==> config.mk <==
export PLATFORM = sky130hd
export DESIGN_NAME = fifo_uart_tx
export DESIGN_NICKNAME = d
export VERILOG_FILES = /design/src/rtl/fifo_uart_tx_pkg.sv /design/src/rtl/fifo_uart_tx_baud_tick_gen.sv /design/src/rtl/fifo_uart_tx.sv
export SDC_FILE = /design/constraint.sdc
export NUM_CORES = 1
export LEC_CHECK = 0
export CORE_MARGIN = 10
export CORE_UTILIZATION = 35
export CTS_CLUSTER_DIAMETER = 60
export DETAILED_ROUTE_END_ITERATION = 8
export SKIP_CTS_REPAIR_TIMING = 1
export SLEW_MARGIN = 20
export SYNTH_ARGS = -nofsm -noshare
export SYNTH_HDL_FRONTEND = slang
export SYNTH_HIERARCHICAL = 1
export SYNTH_SLANG_ARGS = --single-unit
==> constraint.sdc <==
create_clock -name rd_clk -period 2.7 [get_ports rd_clk]
set_clock_uncertainty 0.2 [all_clocks]
set_input_delay 0.81 -clock rd_clk [delete_from_list [all_inputs] [get_ports rd_clk]]
set_output_delay 0.81 -clock rd_clk [all_outputs]
set_load 0.1 [all_outputs]
==> src/rtl/fifo_uart_tx_pkg.sv <==
// Shared definitions for the FIFO-fed UART transmitter: FSM states,
// default baud divisor, parity mode constants and a counter-width helper.
package fifo_uart_tx_pkg;

  typedef enum logic [2:0] {
    S_IDLE   = 3'd0,
    S_FETCH  = 3'd1,
    S_START  = 3'd2,
    S_DATA   = 3'd3,
    S_PARITY = 3'd4,
    S_STOP   = 3'd5
  } state_t;

  // 50 MHz read clock / 115200 baud
  localparam int DEFAULT_CLKS_PER_BIT = 434;

  localparam int PARITY_NONE = 0;
  localparam int PARITY_EVEN = 1;

  // Width of a counter holding 0..n-1, never less than one bit
  function automatic int cnt_w(input int n);
    return (n < 2) ? 1 : $clog2(n);
  endfunction

endpackage

==> src/rtl/fifo_uart_tx_baud_tick_gen.sv <==
// Modulo-CLKS_PER_BIT counter; o_tick marks the last cycle of every bit period.
module baud_tick_gen
  import fifo_uart_tx_pkg::*;
#(
  parameter int CLKS_PER_BIT = DEFAULT_CLKS_PER_BIT
) (
  input  logic rd_clk,
  input  logic rd_rst,
  input  logic clear,
  output logic o_tick
);

  localparam int CNT_W = cnt_w(CLKS_PER_BIT);
  localparam logic [CNT_W-1:0] TERM = CNT_W'(CLKS_PER_BIT - 1);

  logic [CNT_W-1:0] cnt;

  // Count 0..CLKS_PER_BIT-1 and wrap; clear holds the phase at zero
  always_ff @(posedge rd_clk) begin
    if (rd_rst || clear) begin
      cnt <= '0;
    end else if (cnt == TERM) begin
      cnt <= '0;
    end else begin
      cnt <= cnt + 1'b1;
    end
  end

  assign o_tick = (cnt == TERM);

endmodule

==> src/rtl/fifo_uart_tx.sv <==
// FIFO read-side consumer: pops one byte per frame and serialises it as
// start bit, LSB-first data, optional even parity and 1 or 2 stop bits.
module fifo_uart_tx
  import fifo_uart_tx_pkg::*;
#(
  parameter int DATASIZE     = 8,
  parameter int CLKS_PER_BIT = DEFAULT_CLKS_PER_BIT,
  parameter int PARITY_EN    = PARITY_NONE,
  parameter int STOP_BITS    = 1
) (
  input  logic                rd_clk,
  input  logic                rd_rst,
  input  logic                i_fifo_empty,
  input  logic [DATASIZE-1:0] i_rd_data,
  output logic                o_rd_en,
  output logic                o_tx,
  output logic                o_busy,
  output logic                o_frame_done
);

  localparam int IDX_W = cnt_w(DATASIZE);
  localparam logic [IDX_W-1:0] LAST_DATA = IDX_W'(DATASIZE - 1);
  localparam logic [IDX_W-1:0] LAST_STOP = IDX_W'(STOP_BITS - 1);

  state_t              state;
  state_t              state_nxt;
  logic [IDX_W-1:0]    bit_idx;
  logic [DATASIZE-1:0] shift_reg;
  logic                parity_bit;
  logic                tx_q;
  logic                tx_nxt;
  logic                tick;
  logic                baud_clear;
  logic                last_stop;

  // Bit timing restarts from phase zero on every entry to START
  assign baud_clear = (state == S_IDLE) || (state == S_FETCH);

  baud_tick_gen #(
    .CLKS_PER_BIT(CLKS_PER_BIT)
  ) u_baud (
    .rd_clk(rd_clk),
    .rd_rst(rd_rst),
    .clear (baud_clear),
    .o_tick(tick)
  );

  assign last_stop = (state == S_STOP) && tick && (bit_idx == LAST_STOP);

  // State register
  always_ff @(posedge rd_clk) begin
    if (rd_rst) begin
      state <= S_IDLE;
    end else begin
      state <= state_nxt;
    end
  end

  // Next-state logic; the STOP exit re-enters FETCH directly when more data waits
  always_comb begin
    state_nxt = state;
    case (state)
      S_IDLE:   if (!i_fifo_empty) state_nxt = S_FETCH;
      S_FETCH:  state_nxt = S_START;
      S_START:  if (tick) state_nxt = S_DATA;
      S_DATA:   if (tick && (bit_idx == LAST_DATA))
                  state_nxt = (PARITY_EN != 0) ? S_PARITY : S_STOP;
      S_PARITY: if (tick) state_nxt = S_STOP;
      S_STOP:   if (last_stop) state_nxt = i_fifo_empty ? S_IDLE : S_FETCH;
      default:  state_nxt = S_IDLE;
    endcase
  end

  // Control outputs; pop and done are masked while reset is asserted
  always_comb begin
    o_rd_en      = !rd_rst && !i_fifo_empty && ((state == S_IDLE) || last_stop);
    o_frame_done = !rd_rst && last_stop;
    o_busy       = (state != S_IDLE);
  end

  // Line level for the cycle after the coming edge, so o_tx is a plain flop
  always_comb begin
    tx_nxt = 1'b1;
    case (state_nxt)
      S_START:  tx_nxt = 1'b0;
      S_DATA:   tx_nxt = ((state == S_DATA) && tick) ? shift_reg[1] : shift_reg[0];
      S_PARITY: tx_nxt = parity_bit;
      default:  tx_nxt = 1'b1;
    endcase
  end

  // Bit index and registered serial line
  always_ff @(posedge rd_clk) begin
    if (rd_rst) begin
      bit_idx <= '0;
      tx_q    <= 1'b1;
    end else begin
      tx_q <= tx_nxt;
      case (state)
        S_FETCH: bit_idx <= '0;
        S_DATA:  if (tick) bit_idx <= (bit_idx == LAST_DATA) ? '0 : bit_idx + 1'b1;
        S_STOP:  if (tick) bit_idx <= last_stop ? '0 : bit_idx + 1'b1;
        default: bit_idx <= bit_idx;
      endcase
    end
  end

  // Payload capture and shifting; i_rd_data is looked at only in FETCH
  always_ff @(posedge rd_clk) begin
    if (state == S_FETCH) begin
      shift_reg  <= i_rd_data;
      parity_bit <= ^i_rd_data;
    end else if ((state == S_DATA) && tick) begin
      shift_reg  <= shift_reg >> 1;
    end
  end

  assign o_tx = tx_q;

endmodule
==> results.json, run 1 <==
{
  "grt_pass1_wl_mm": 4.87,
  "hold_violations": 0,
  "end_kind": "output port",
  "syn_area_mm2": 0.00135,
  "tightest_slew_ps": 596,
  "path_max_fanout": 3,
  "wl_per_cell_um": 13.2,
  "cp-start-kind": "flip-flop",
  "ioPinCount": 15,
  "fillerInstances": 359,
  "via_per_inst": 5.01,
  "gp_congestion": 0.788,
  "grt_usage_pct": 9.02,
  "hpwl_mm": 2.17,
  "post-place-ws_ps": -227,
  "grt.overflow.total": 0,
  "core_area_mm2": 0.00369,
  "fin_nets": 181,
  "worst_slack_ps": -278,
  "largest_reg_flops": 9,
  "worstSetupPathType": "reg -> out",
  "multi_input_area_um2": 753,
  "ant_nets": 0,
  "relSlewSlack_pct": 60.2,
  "grt_max_degree": 17,
  "finalSetupViolations": 2,
  "start_util_pct": 36.5,
  "cts_tree": "built",
  "critPathRequiredTime_ps": 1690,
  "slew_violations": 0,
  "period_needed_ps": 2980,
  "drtIter0Drc": 76,
  "rsz0062_at_grt": "true",
  "synth-seq-cells": 25,
  "stdcell_count": 212,
  "netlist_instances": 134,
  "design.die.area_mm2": 0.00673,
  "cp.arrival_ps": 1970,
  "status": "finished with violations",
  "p_leak_nw": 0.621,
  "synth_nets": 150,
  "clock-sinks": 25,
  "dp_cells": 207,
  "violations": "setup timing",
  "seq_area_um2": 593,
  "yosysWarningCount": 6,
  "area.growth.synth_to_final_pct": 31.2,
  "dr_total_vias": 1062,
  "power.switching_mw": 0.236,
  "ys_types": 41,
  "clk_latency_ps": 270,
  "fmax_mhz": 336,
  "cap_violations": 0,
  "p_comb_share_pct": 21.8,
  "portBuffers": 14,
  "p_per_area_mw_per_mm2": 473,
  "route.detailed.drc": 0,
  "syn_area_per_cell_um2": 10.0,
  "routed_wl_mm": 2.79,
  "design_area_mm2": 0.00177,
  "clockBufferDepth": 2,
  "placed_area_mm2": 0.00171,
  "die_x_um": 82.0,
  "p_int_mw": 0.599,
  "grt_pass1_vias": 1092,
  "clockPowerShare_pct": 27.0,
  "synth-seq-area-share_pct": 43.9,
  "hold_class": "reg -> reg",
  "period_share_pct": 110,
  "hp-start": "u_baud/cnt[7]",
  "irDropWorstVdd_v": 0.000383,
  "p_seq_share_pct": 51.2,
  "cts_htree_levels": 1,
  "swShare_pct": 28.3,
  "numCtsBuffers": 3,
  "antenna_cells": 0,
  "worstSetupStartpoint": "u_baud/cnt[6]",
  "rr_startpoint": "u_baud/cnt[6]",
  "rows": 22,
  "first_pass_iters": 4,
  "antenna_found_initial": 0,
  "die_h_um": 82.0,
  "clk_pin_slew_ps": 90,
  "root_buffer": "clkbuf_8",
  "drive_above_1_share_pct": 26.8
}
power groups by stage:
stage	registers, mW	logic, mW	clock network [mW]
2_1_floorplan	0.444	0.122	0
3_3_place_gp	0.436	0.181	0
3_5_place_dp	0.437	0.183	0
4_1_cts	0.428	0.185	0.236
5_1_grt	0.430	0.198	0.258
6_report	0.427	0.182	0.226
cell families after synthesis:
kind of cell             after synthesis  synth area share [%]
flip-flops                            25                  43.9
adder cells (fa/ha/maj)                5                  4.65
buffers and inverters                  9                  4.18
XOR/XNOR                              10                  6.51
AND/OR/NAND/NOR                       52                  21.3
multiplexers                           8                  6.69
AO/OA/AOI/OAI                         25                  12.8
routing by layer:
metal	global-route usage (%)	up-vias	routed length [µm]
li1	-	548	-
met2	15.7	10	1430
met3	2.62	2	68
met4	2.21	0	17
met5	0	-	0
met1	10.6	502	1280
final timing paths:
check / end / slack [ps] / cells after the start
max: o_frame_done / -280 / 6
min: u_baud/cnt[7] / 300 / 2
max reg2reg: shift_reg[5] / 550 / 6
min reg2reg: u_baud/cnt[7] / 300 / 2
cell usage after synthesis:
library cell | number | area (µm²)
dfxtp_1 | 16 | 320
and4_1 | 1 | 8.76
and3_1 | 2 | 12.5
nand2_1 | 8 | 30.0
nor4b_1 | 1 | 8.76
or3_4 | 1 | 11.3
inv_1 | 4 | 15.0
o21ai_0 | 4 | 20.0
o21ai_1 | 2 | 10.0
nand3b_1 | 1 | 7.51
mux2_1 | 1 | 11.3
a311oi_1 | 1 | 8.76
nor3_1 | 2 | 10.0
buf_1 | 1 | 3.75
xnor2_1 | 7 | 61.3
nor4_1 | 1 | 6.26
and2_1 | 1 | 6.26
a21oi_1 | 8 | 40.0
o31ai_4 | 1 | 21.3
o2bb2ai_1 | 1 | 8.76
nand3_1 | 4 | 20.0
a2bb2oi_1 | 2 | 17.5
nor2b_1 | 2 | 12.5
xor2_1 | 3 | 26.3
nor2_1 | 13 | 48.8
mux2_2 | 7 | 78.8
edfxtp_1 | 9 | 270
or2b_1 | 2 | 15.0
a21boi_0 | 1 | 7.51
buf_4 | 2 | 15.0
nand3_2 | 1 | 10.0
o211ai_1 | 2 | 15.0
ha_1 | 5 | 62.6
a32oi_1 | 1 | 8.76
a221oi_1 | 1 | 8.76
nand4_1 | 3 | 18.8
buf_6 | 2 | 22.5
and4b_1 | 1 | 10.0
o22ai_1 | 1 | 6.26
nand2b_1 | 1 | 6.26
or3_1 | 7 | 43.8
metrics by stage:
stage | utilization (%) | hold slack [ps] | power (mW) | setup TNS, ps
finish | 47.9 | 301 | 0.836 | -492
global route | 47.9 | 348 | 0.886 | -692
CTS | 47.5 | 307 | 0.848 | -683
detailed placement | 46.2 | 293 | 0.620 | -441
global placement | 46.2 | 284 | 0.617 | -378
floorplan | - | 233 | 0.566 | -1340
layout make-up:
class	count	area share, %
repair buffers	31	16.9
multi-input cells	100	42.6
well taps	48	3.40
flip-flops and latches	25	33.6
clock inverters	1	0.283
clock buffers	3	2.34
inverters	4	0.850
cells in the final DEF, fill, tap and decap left out, types with 3 or more instances in the layout:
master and n:
nand2_1 7, ha_1 5, nor2_1 13, clkbuf_8 3
edfxtp_1 9, buf_4 17, dfxtp_1 14, nand3_1 4
o21ai_0 4, nand4_1 3, or3_1 6, mux2_2 7
xnor2_1 7, inv_1 4, clkdlybuf4s50_1 10, a21oi_1 7
buf_12 3, xor2_1 3
critical path: stages, from the launching register on:
cell and delay [ps]:
dfxtp_2 330, or3_4 390, nor3_4 130, and4b_2 290, buf_6 100, nor4b_4 240, buf_12 210
Note: power is estimated with default switching activity, not from simulation.
==> inputs of run 2 (changes only) <==
--- a/config.mk
+++ b/config.mk
@@ -5,11 +5,13 @@
 export SDC_FILE = /design/constraint.sdc
 export NUM_CORES = 1
 export LEC_CHECK = 0
-export CORE_MARGIN = 10
+export CORE_MARGIN = 2
 export CORE_UTILIZATION = 35
 export CTS_CLUSTER_DIAMETER = 60
 export DETAILED_ROUTE_END_ITERATION = 8
+export DONT_BUFFER_PORTS = 1
 export SKIP_CTS_REPAIR_TIMING = 1
+export SKIP_LAST_GASP = 1
 export SLEW_MARGIN = 20
 export SYNTH_ARGS = -nofsm -noshare
 export SYNTH_HDL_FRONTEND = slang
==> results.json, run 2 (synthesis gave the netlist of run 1 again) <==
{
  "status": "finished with violations",
  "violations": "setup timing",
  "core_area_mm2": 0.00369,
  "period_share_pct": 110,
  "end_kind": "output port",
  "first_pass_iters": 5,
  "path_buf_inv": 2,
  "cts_htree_levels": 1,
  "grt_usage_pct": 13.1,
  "worst_slack_ps": -277,
  "hold_violations": 0,
  "hold_slack_ps": 308,
  "crit_family": "simple AND/OR/NAND/NOR gates",
  "grt_max_degree": 16,
  "finalSetupViolations": 2,
  "rr_startpoint": "u_baud/cnt[6]",
  "clk_latency_ps": 270,
  "design.die.area_mm2": 0.00436,
  "dr_total_vias": 1033,
  "period_needed_ps": 2980,
  "critPathSlowestCell": "or3_4",
  "cp-start-kind": "flip-flop",
  "worstSetupPathType": "reg -> out",
  "start_util_pct": 36.5,
  "routed_wl_mm": 2.63,
  "fin_nets": 170,
  "die_h_um": 66.0,
  "grt_pass1_vias": 1043,
  "hpwl_mm": 2.05,
  "r2r-end": "o_tx",
  "p_leak_nw": 0.568,
  "path_cells": "or3_4 -> nor3_4 -> and4b_1 -> buf_6 -> nor4b_4 -> buf_12",
  "clk_pin_slew_ps": 90,
  "critical_path_depth": 6,
  "tightest_slew_ps": 393,
  "path_max_fanout": 3,
  "total_power_mw": 0.810,
  "cpPeakStageDelay_ps": 390,
  "wl_per_cell_um": 13.1,
  "numCtsBuffers": 3,
  "final_cell_mix": "17 x buf_4, 14 x dfxtp_1, 13 x nor2_1",
  "post-place-ws_ps": -9.43,
  "r2r_slack_ps": 670,
  "grt_pass1_wl_mm": 4.42,
  "endpoint": "o_frame_done",
  "final_util_pct": 44.7,
  "fmax_mhz": 336,
  "largest_reg_flops": 9,
  "clock-sinks": 25,
  "antenna_cells": 0,
  "antenna_found_initial": 0,
  "rsz0062_at_grt": "true",
  "dp_cells": 197,
  "stdcell_count": 201,
  "drtIter0Drc": 63,
  "relSlewSlack_pct": 73.8,
  "hold_class": "reg -> reg",
  "clockBufferDepth": 2,
  "ioPinCount": 15,
  "cts_tree": "built",
  "portBuffers": 0,
  "gp_congestion": 0.811,
  "via_per_inst": 5.14,
  "drive_above_1_share_pct": 27.5,
  "fillerInstances": 372,
  "route.detailed.drc": 0,
  "area.growth.synth_to_final_pct": 22.4,
  "ant_nets": 0,
  "worstSetupStartpoint": "u_baud/cnt[6]",
  "grt.overflow.total": 0,
  "r2r_cells": 8,
  "cp.arrival_ps": 1970,
  "cap_violations": 0,
  "layout_commonest_cell": "buf_4",
  "rows": 22,
  "die_x_um": 66.0,
  "critPathRequiredTime_ps": 1690,
  "irDropWorstVdd_v": 0.000402,
  "p_per_area_mw_per_mm2": 491,
  "slew_violations": 0,
  "root_buffer": "clkbuf_8"
}
==> run 2: layout make-up <==
class,instances,area (µm²),area share [%]
inverter,4,15.0,0.911
clock buffer,3,41.3,2.51
multi-input combinational,100,752,45.6
timing repair buffer,20,179,10.9
tap,48,60.1,3.64
sequential,25,593,36.0
clock inverter,1,7.51,0.456
==> run 2: worst min path at each step <==
stage,startpoint,to,slack [ps],depth (start not counted)
after CTS,u_baud/cnt[7],u_baud/cnt[7],310,2
after global placement,bit_idx[1],bit_idx[1],280,2
after detailed placement,u_baud/cnt[7],u_baud/cnt[7],300,2
after floorplan,u_baud/cnt[0],u_baud/cnt[0],230,1
after global routing,bit_idx[1],bit_idx[1],350,2
final,u_baud/cnt[7],u_baud/cnt[7],310,2
==> run 2: metrics by stage <==
stage	setup TNS, ps	area [µm²]
final	-483	1650
after global placement	0	1590
after CTS	-602	1640
after detailed placement	-9.43	1590
after floorplan	-1340	1400
after global routing	-632	1650
==> run 2: layer usage <==
metal | track usage [%] | up-vias | share of wire [%]
li1 | - | 523 | -
met1 | 15.3 | 490 | 44
met2 | 23.1 | 18 | 51
met5 | 0 | - | 0
met4 | 3.57 | 0 | 0.65
met3 | 4.09 | 2 | 4.6
==> run 2: worst register-to-register path: stages (launching register included) <==
cell and delay, ps:
dfxtp_2 330, or3_4 390, nor3_4 130, and4b_1 280
buf_6 120, a21oi_1 60, o211ai_1 230, o2bb2ai_1 140
nand2_1 60
==> run 2: report_power, final <==
| part | switching [mW] | internal (mW) | leakage, nW |
|---|---|---|---|
| logic | 0.0956 | 0.0662 | 0.331 |
| registers | 0.00953 | 0.415 | 0.215 |
| clock network | 0.119 | 0.104 | 0.0217 |
| total | 0.224 | 0.586 | 0.568 |
